==> src/rtl/reg_read_issue.sv <==
`default_nettype none
// ============================================================================
// Module   : reg_read_issue
// Purpose  : Register-read / issue stage. Drives register-array read selects,
//            bypasses same-cycle writeback data, tracks outstanding writes per
//            register and registers operands into a valid/ready slot for EX.
// Revision : 1.0 - initial release
// ============================================================================
module reg_read_issue #(
  parameter int CNT_W = 3
) (
  input  logic        CLK,
  input  logic        RST,
  input  logic        DEC_VALID,
  input  logic [4:0]  DEC_RS1_SEL,
  input  logic [4:0]  DEC_RS2_SEL,
  input  logic        DEC_RS1_USE,
  input  logic        DEC_RS2_USE,
  input  logic [4:0]  DEC_RD,
  input  logic        DEC_RD_VALID,
  output logic        DEC_READY,
  output logic [4:0]  RS1_SEL,
  output logic [4:0]  RS2_SEL,
  input  logic [63:0] RS1_DATAIN,
  input  logic [63:0] RS2_DATAIN,
  input  logic [63:0] DATA_IN,
  input  logic        RD_WB_VALID_MEM3_WB,
  input  logic [4:0]  RD_WB_MEM3_WB,
  input  logic        RETIRE_VALID,
  input  logic [4:0]  RETIRE_RD,
  input  logic        FLUSH,
  input  logic        EX_READY,
  output logic        EX_VALID,
  output logic [63:0] EX_RS1_DATA,
  output logic [63:0] EX_RS2_DATA,
  output logic [4:0]  EX_RD,
  output logic        EX_RD_VALID,
  output logic        SB_ERR
);

  localparam logic [CNT_W-1:0] c_CNT_MAX = '1;

  logic             ex_valid_q;
  logic [63:0]      ex_rs1_q;
  logic [63:0]      ex_rs2_q;
  logic [4:0]       ex_rd_q;
  logic             ex_rd_valid_q;
  logic             sb_err_q;

  logic [CNT_W-1:0] w_cnt [32];
  logic [31:0]      w_dret;
  logic [31:0]      w_dfl;
  logic [31:0]      w_err;
  logic             w_rd_en;
  logic             w_fire;
  logic             w_busy1;
  logic             w_busy2;
  logic             w_full;
  logic             w_slot_free;
  logic [CNT_W:0]   w_rem1;
  logic [CNT_W:0]   w_rem2;
  logic [63:0]      w_op1;
  logic [63:0]      w_op2;

  // x0 is never tracked, so its entries are tied off.
  assign w_cnt[0]  = '0;
  assign w_dret[0] = 1'b0;
  assign w_dfl[0]  = 1'b0;
  assign w_err[0]  = 1'b0;

  // A destination of x0 behaves as "no destination".
  assign w_rd_en = DEC_RD_VALID & (DEC_RD != 5'd0);

  for (genvar r = 1; r < 32; r++) begin : g_cnt
    logic [CNT_W-1:0] cnt_q;
    logic [CNT_W-1:0] cnt_d;
    logic [CNT_W+1:0] w_sum;
    logic             w_inc;

    assign w_inc     = w_fire & w_rd_en & (DEC_RD == 5'(r));
    assign w_dret[r] = RETIRE_VALID & (RETIRE_RD == 5'(r));
    assign w_dfl[r]  = FLUSH & ex_valid_q & ex_rd_valid_q & (ex_rd_q == 5'(r));
    // Two extra bits: one for headroom, one as sign for underflow detection.
    assign w_sum     = (CNT_W+2)'(cnt_q) + (CNT_W+2)'(w_inc)
                     - (CNT_W+2)'(w_dret[r]) - (CNT_W+2)'(w_dfl[r]);
    assign w_err[r]  = |w_sum[CNT_W+1:CNT_W];
    assign cnt_d     = w_err[r] ? '0 : w_sum[CNT_W-1:0];
    assign w_cnt[r]  = cnt_q;

    // Outstanding-write counter for register r.
    always_ff @(posedge CLK) begin
      if (RST) cnt_q <= '0;
      else     cnt_q <= cnt_d;
    end
  end

  // A source is busy unless every outstanding write retires this very cycle.
  assign w_rem1  = (CNT_W+1)'(w_cnt[DEC_RS1_SEL]) - (CNT_W+1)'(w_dret[DEC_RS1_SEL])
                 - (CNT_W+1)'(w_dfl[DEC_RS1_SEL]);
  assign w_rem2  = (CNT_W+1)'(w_cnt[DEC_RS2_SEL]) - (CNT_W+1)'(w_dret[DEC_RS2_SEL])
                 - (CNT_W+1)'(w_dfl[DEC_RS2_SEL]);
  assign w_busy1 = DEC_RS1_USE & (DEC_RS1_SEL != 5'd0) & (w_rem1 != '0);
  assign w_busy2 = DEC_RS2_USE & (DEC_RS2_SEL != 5'd0) & (w_rem2 != '0);

  // Raw count only: a retire this cycle does not free a slot until next cycle.
  assign w_full      = w_rd_en & (w_cnt[DEC_RD] == c_CNT_MAX);
  assign w_slot_free = ~ex_valid_q | EX_READY;

  assign DEC_READY = ~RST & ~FLUSH & w_slot_free & ~w_busy1 & ~w_busy2 & ~w_full;
  assign w_fire    = DEC_VALID & DEC_READY;

  assign RS1_SEL = DEC_RS1_SEL;
  assign RS2_SEL = DEC_RS2_SEL;

  // Writeback bypass; x0 always comes from the array, which returns zero.
  assign w_op1 = (DEC_RS1_USE & RD_WB_VALID_MEM3_WB & (RD_WB_MEM3_WB == DEC_RS1_SEL)
                  & (DEC_RS1_SEL != 5'd0)) ? DATA_IN : RS1_DATAIN;
  assign w_op2 = (DEC_RS2_USE & RD_WB_VALID_MEM3_WB & (RD_WB_MEM3_WB == DEC_RS2_SEL)
                  & (DEC_RS2_SEL != 5'd0)) ? DATA_IN : RS2_DATAIN;

  // Output slot: flush beats issue, issue beats drain; data moves only on issue.
  always_ff @(posedge CLK) begin
    if (RST) begin
      ex_valid_q    <= 1'b0;
      ex_rs1_q      <= '0;
      ex_rs2_q      <= '0;
      ex_rd_q       <= '0;
      ex_rd_valid_q <= 1'b0;
    end else if (FLUSH) begin
      ex_valid_q    <= 1'b0;
    end else if (w_fire) begin
      ex_valid_q    <= 1'b1;
      ex_rs1_q      <= w_op1;
      ex_rs2_q      <= w_op2;
      ex_rd_q       <= DEC_RD;
      ex_rd_valid_q <= w_rd_en;
    end else if (EX_READY) begin
      ex_valid_q    <= 1'b0;
    end
  end

  // Sticky flag for any counter underflow; only reset clears it.
  always_ff @(posedge CLK) begin
    if (RST) sb_err_q <= 1'b0;
    else     sb_err_q <= sb_err_q | (|w_err);
  end

  assign EX_VALID    = ex_valid_q;
  assign EX_RS1_DATA = ex_rs1_q;
  assign EX_RS2_DATA = ex_rs2_q;
  assign EX_RD       = ex_rd_q;
  assign EX_RD_VALID = ex_rd_valid_q;
  assign SB_ERR      = sb_err_q;

endmodule
`default_nettype wire

==> config.mk <==
export PLATFORM = sky130hd
export DESIGN_NAME = reg_read_issue
export DESIGN_NICKNAME = d
export VERILOG_FILES = /design/src/rtl/reg_read_issue.sv
export SDC_FILE = /design/constraint.sdc
export NUM_CORES = 1
export LEC_CHECK = 0
export ABC_AREA = 0
export BUFFER_PORTS_ARGS = -buffer_cell sky130_fd_sc_hd__buf_2
export CAP_MARGIN = 5
export CELL_PAD_IN_SITES_DETAIL_PLACEMENT = 0
export CELL_PAD_IN_SITES_GLOBAL_PLACEMENT = 1
export CORE_ASPECT_RATIO = 0.6
export CORE_MARGIN = 5
export CORE_UTILIZATION = 40
export DETAILED_ROUTE_END_ITERATION = 10
export GPL_ROUTABILITY_DRIVEN = 0
export PLACE_DENSITY_LB_ADDON = 0.1
export RECOVER_POWER = 50
export SLEW_MARGIN = 20
export SYNTH_ARGS = -nofsm -noshare
export SYNTH_HDL_FRONTEND = slang
export SYNTH_SLANG_ARGS = --single-unit
==> constraint.sdc <==
create_clock -name CLK -period 19.42 [get_ports CLK]
set_input_delay 1.942 -clock CLK [delete_from_list [all_inputs] [get_ports CLK]]
set_output_delay 1.942 -clock CLK [all_outputs]
set_load 0.01 [all_outputs]
# After elaboration in Yosys (flattened, before gate mapping)
# Index checks and enable logic that the tools add are counted.
[word_totals]
regBits = 229
output_inout_bits = 147
word_cells = 421
in_bits = 227
[classes]
n_lt_le_gt_ge = 5
bitwise = 125
mux = 21
eq_ne = 96
n_reduce_logical = 40
addsub = 97
[ops]
columns = ["op", "count"]
rows = [
  ["5-bit == test (second input constant)", 48],
  ["4-bit by 1-bit subtractor with 5-bit output", 31],
  ["5-bit by 1-bit subtractor with 5-bit output", 31],
  ["64-bit two-way mux", 2],
  ["3-bit by 1-bit adder with 4-bit output", 31],
  ["5-bit by 4-bit == test with 1-bit output (second input constant)", 24],
  ["1-bit bitwise AND", 114],
  ["3-bit OR reduction", 31],
  ["62-bit OR reduction", 1],
  ["5-bit by 3-bit == test with 1-bit output (second input constant)", 12],
  ["3-bit binary-select mux with 5-bit select", 3],
  ["5-bit by 2-bit == test with 1-bit output (second input constant)", 6],
  ["1-bit binary-select mux with 5-bit select", 4],
  ["6-bit greater-or-equal comparator (second input constant)", 3],
  ["3-bit two-way mux", 6],
  ["5-bit inverter with 6-bit output", 3],
  ["5-bit by 1-bit == test with 1-bit output (second input constant)", 3],
  ["5-bit nonzero test", 3],
  ["5-bit by 6-bit < comparator with 1-bit output (second input constant)", 2],
  ["5-bit == test", 2],
  ["4-bit nonzero test", 2],
  ["3-bit by 1-bit subtractor with 4-bit output", 2],
  ["4-bit by 1-bit subtractor with 4-bit output", 2],
  ["1-bit two-way mux", 6],
  ["6 further kinds", 12],
]

# Logic depth before layout (Yosys ltp)
[logic_depth]
word_depth = 20
ltp_mapped = 33
depth_no_buf = 28

# Least setup slack after synthesis
# No wires, ideal clock.
[synth_timing]
kind = "input to register"
startpoint = "input port DEC_RS2_SEL[0]"
endpoint = "register sb_err_q, in the netlist SB_ERR"
n_path_buf = 5
arrival_time_ns = 7.467
path_slack_ns = 11.825
setup_ns = 0.128
path_stages = 27
required_time_ns = 19.292
path_cell_list = "buf_4 > buf_2 > buf_1 > mux4_2 > mux4_2 > mux2_2 > fa_1 > inv_1 > ha_1 > nor2b_1 > nor2b_1 > and4bb_4 > o211a_1 > buf_2 > nand2_1 > buf_2 > nor4_1 > ha_1 > ha_1 > inv_1 > fa_1 > xnor2_1 > nand2_1 > nor4_1 > nand4_1 > nor2_1 > nor2_1"
[synth_via]
elab_chain_cells = 19
word_cells_on_any_way = 145
cone_classes = "add/sub: 95; mux: 7; bitwise: 40; reduce/logical: 3"
[synth_rtl]
columns = ["element", "line", "rtl"]
rows = [
  ["start, declared", "16", "input logic [4:0] DEC_RS2_SEL,"],
  ["5-bit inverter with 6-bit output (not written as such)", "100", "assign w_rem2 = (CNT_W+1)'(w_cnt[DEC_RS2_SEL]) - (CNT_W+1)'(w_dret[DEC_RS2_SEL])"],
  ["3-bit binary-select mux with 5-bit select", "100", ""],
  ["3-bit two-way mux (not written as such) (2 in series)", "100", ""],
  ["3-bit by 1-bit subtractor with 4-bit output", "100", ""],
  ["4-bit by 1-bit subtractor with 4-bit output", "101", "- (CNT_W+1)'(w_dfl[DEC_RS2_SEL]);"],
  ["4-bit nonzero test", "103", "assign w_busy2 = DEC_RS2_USE & (DEC_RS2_SEL != 5'd0) & (w_rem2 != '0);"],
  ["1-bit bitwise AND (*)", "103", ""],
  ["1-bit inverter (*)", "109", "assign DEC_READY = ~RST & ~FLUSH & w_slot_free & ~w_busy1 & ~w_busy2 & ~w_full;"],
  ["1-bit bitwise AND (*) (2 in series)", "109", ""],
  ["1-bit bitwise AND (*)", "110", "assign w_fire = DEC_VALID & DEC_READY;"],
  ["1-bit bitwise AND (*)", "80", "assign w_inc = w_fire & w_rd_en & (DEC_RD == 5'(r));"],
  ["1-bit bitwise AND", "80", ""],
  ["3-bit by 1-bit adder with 4-bit output", "84", "assign w_sum = (CNT_W+2)'(cnt_q) + (CNT_W+2)'(w_inc)"],
  ["4-bit by 1-bit subtractor with 5-bit output", "85", "- (CNT_W+2)'(w_dret[r]) - (CNT_W+2)'(w_dfl[r]);"],
  ["5-bit by 1-bit subtractor with 5-bit output", "85", ""],
  ["62-bit OR reduction (*)", "145", "else sb_err_q <= sb_err_q | (|w_err);"],
  ["1-bit OR (*)", "145", ""],
  ["end signal, assigned", "145", ""],
  ["end, declared", "48", "logic sb_err_q;"],
]
# Every way passes the cells marked *; elsewhere a longest branch is shown, timed or not. The select of a mux whose other input is x is not followed.
# A chain may end at the register's enable or synchronous reset.

# Worst setup path in the final report
# Same ends and word-level chain as after synthesis.

==> impl_metrics.csv <==
group,metric,value,unit
worst_setup_path,crit_arrival,11.52,ns
worst_setup_path,cp_max_fo,60,
floorplan,initial_core_util,40.4,%
timing,finClkSkew,0.0150,ns
floorplan,row_count,59,
clock_tree,cts_root_buffer,"clkbuf_16",
clock_tree,hold_buffers,0,
cells_and_area,area_delta_synth_final,15.4,%
timing,slew_headroom,-77.9,%
synthesis,synth_nets,2451,
synthesis,synth_cells,2003,
timing,finalCritPeriodShare,57.3,%
synthesis,synthArstFlopShare,0,%
synthesis,yosysTopAreaCell,"dfxtp_1",
timing,hold_violations,0,
routing,via_per_inst,5.62,
placed_design,post-dp-hpwl,53400,µm
worst_setup_path,critPathMostFrequentCell,"nor2_1",
synthesis,synth-edff-count,0,
timing,finalSetupTns,0,ns
synthesis,synth_top_area_share,26.2,%
global_route,grt_pass1_vias,15600,
timing,rsz0062_at_grt,"no",
synthesis,ys_types,66,
worst_setup_path,crit_path_start_kind,"primary input",
outcome,violations,"max-capacitance violations, max-slew violations",
global_route,grt_pass1_wl,100000,µm
worst_setup_path,crit_buf_inv,4,
synthesis,netlist_area,0.0175,mm²
worst_setup_path,endpoint_kind,"flop",
synthesis,synth-seq-area-share,26.2,%
worst_setup_path,crit_slowest_cell,"clkbuf_1",
floorplan,core-area,0.0433,mm²
worst_setup_path,required,19.81,ns
clock_tree,path_clk_slew,0.06,ns
routing,antenna_left,0,
global_route,antenna_found_initial,4,
timing,fmax,0.0899,GHz
routing,dr.pass1.iters,6,
synthesis,synth_top_flop_cell,"dfxtp_1",
timing,tightest_slew,2.67,ns
synthesis,ys_seq_elements,229,
clock_tree,tritoncts,"yes",
placed_design,port_buffers,373,
clock_tree,worstSkewPairLatency,0.55,ns
routing,via_count,16100,
cells_and_area,finalNetCount,2717,
routing,drt-wirelength-per-cell,24.4,µm
placed_design,placed_cell_area,0.0196,mm²
timing,drv_slew,328,
pwr,power.density,60.6,mW/mm²
floorplan,die_w,280,µm
outcome,status,"complete, but fails checks",
cells_and_area,fill_cells,4358,
min_path,hold_class,"flop to flop",
cells_and_area,drive_gt1_share,20.4,%
clock_tree,cts_resized,0,
timing,setup_viol_count_final,0,
synthesis,syn_area_per_cell,8.75,µm²
clock_tree,cts_buffer_depth,3,
synthesis,synthTopCellsByArea,"dfxtp_1, ha_1, mux2_2, fa_1, mux4_2",
synthesis,yosysWarningCount,0,
routing,drc,0,
floorplan,design.die.area,0.0482,mm²
clock_tree,cts_setup_buffers,0,
global_route,grt.total_usage,27.3,%
worst_setup_path,crit_family,"simple AND/OR/NAND/NOR gates",
timing,fin_crit,11.13,ns
clock_tree,htreeDepth,1,
routing,finalWirelength,69900,µm
cells_and_area,layout_common_cells,"dfxtp_1, buf_2, inv_1",
cells_and_area,finalInstanceArea,0.0202,mm²
routing,drt_iter0_markers,1660,
cells_and_area,mostFrequentLayoutCell,"dfxtp_1",
floorplan,io_pins,374,
flow_run,max_cap_viol_count,8,
pwr,peakVddDrop,48.0,µV
clock_tree,cts-buffers-inserted,26,
worst_setup_path,critPathMaxStageDelay,1.78,ns
floorplan,die_y,172,µm
global_route,grt-ovfl-total,0,
global_route,grt_max_degree,101,
pwr,leakage,0.00819,µW
clock_tree,cts.sinks,229,
worst_setup_path,worst-setup-path-type,"primary input to flop",
==> routing by layer <==
layer | GRT usage [%] | vias up | wire length [µm]
li1 | - | 7455 | -
met1 | 37.8 | 7780 | 30500
met2 | 39.3 | 724 | 29200
met3 | 12.2 | 121 | 8350
met4 | 5.99 | 6 | 1790
met5 | 1.08 | - | 95
==> cells in the mapped netlist (all sizes together) (8+ instances only) <==
cell type,count
buf,72
nand4,10
o21ai,144
a311oi,11
nor3,56
mux2i,35
dfxtp,229
nor2,95
inv,182
xor2,11
fa,64
and2,67
ha,157
a22oi,8
nor4,25
nor2b,20
a21oi,144
xnor2,43
nand2b,15
nand3,159
nand2,126
or3,10
mux4,45
mux2,128
clkbuf,78
==> final cells by class <==
| class | instances | area (µm²) | area share [%] |
|---|---|---|---|
| repair buffers | 388 | 1790 | 8.87 |
| clock buffers | 35 | 736 | 3.64 |
| flip-flops and latches | 229 | 4580 | 22.7 |
| diodes | 2 | 5.00 | 0.0248 |
| well taps | 579 | 724 | 3.58 |
| clock inverters | 7 | 110 | 0.545 |
| multi-input cells | 1442 | 11600 | 57.3 |
| inverters | 182 | 683 | 3.38 |
==> path summary, 6_finish.rpt <==
path / slack (ns) / end / from / depth (start not counted)
setup / recovery: 8.29 / SB_ERR / DEC_RS2_SEL[0] / 29
hold / removal: 0.47 / EX_RS2_DATA[19] / EX_RS2_DATA[19] / 2
hold reg to reg: 0.47 / EX_RS2_DATA[19] / EX_RS2_DATA[19] / 2
setup reg to reg: 10.26 / SB_ERR / EX_RD[3] / 26
==> sequential cells by signal (all words and copies together), names as in the netlist <==
signal,flops
EX_RD_VALID,1
EX_RS2_DATA,64
EX_RS1_DATA,64
SB_ERR,1
EX_VALID,1
EX_RD,5
g_cnt.cnt_q,93
==> where the power goes <==
group          total (µW)  switching (µW)  internal (µW)
Combinational         216             141           74.8
Sequential            497            12.9            485
Clock                 512             210            302
Total                1230             364            861
==> through the flow <==
stage,util [%],hold WS (ns),std cells,total power [µW],setup slack [ns]
6_report,46.6,0.474,2864,1230,8.29
2_1_floorplan,-,0.499,2003,634,11.82
5_1_grt,46.6,0.496,2862,1270,7.63
4_1_cts,47.1,0.472,2862,1240,10.77
3_3_place_gp,45.1,0.458,2820,722,10.34
3_5_place_dp,45.1,0.464,2820,723,10.19
==> worst reg2reg max path: cells and delay by family, from the launching register on <==
family / cells / cell delay, ns
xor+xnor: 1 / 0.11
mux: 1 / 0.20
compound gates: 3 / 0.50
simple gates: 12 / 4.06
buf+inv: 4 / 2.57
flops: 1 / 0.30
fa+ha+maj: 5 / 1.25
==> logic make-up (layout without fill, tap and decap cells) <==
group	after synthesis	in the layout	synth area share, %
mux	208	208	16.0
flops	229	229	26.2
simple gates	605	605	17.2
compound gates	354	354	11.5
xor+xnor	54	54	2.70
buf+inv	332	612	7.84
other cells	0	2	0
fa+ha+maj	221	221	18.5
(Power assumes the default switching activity.)
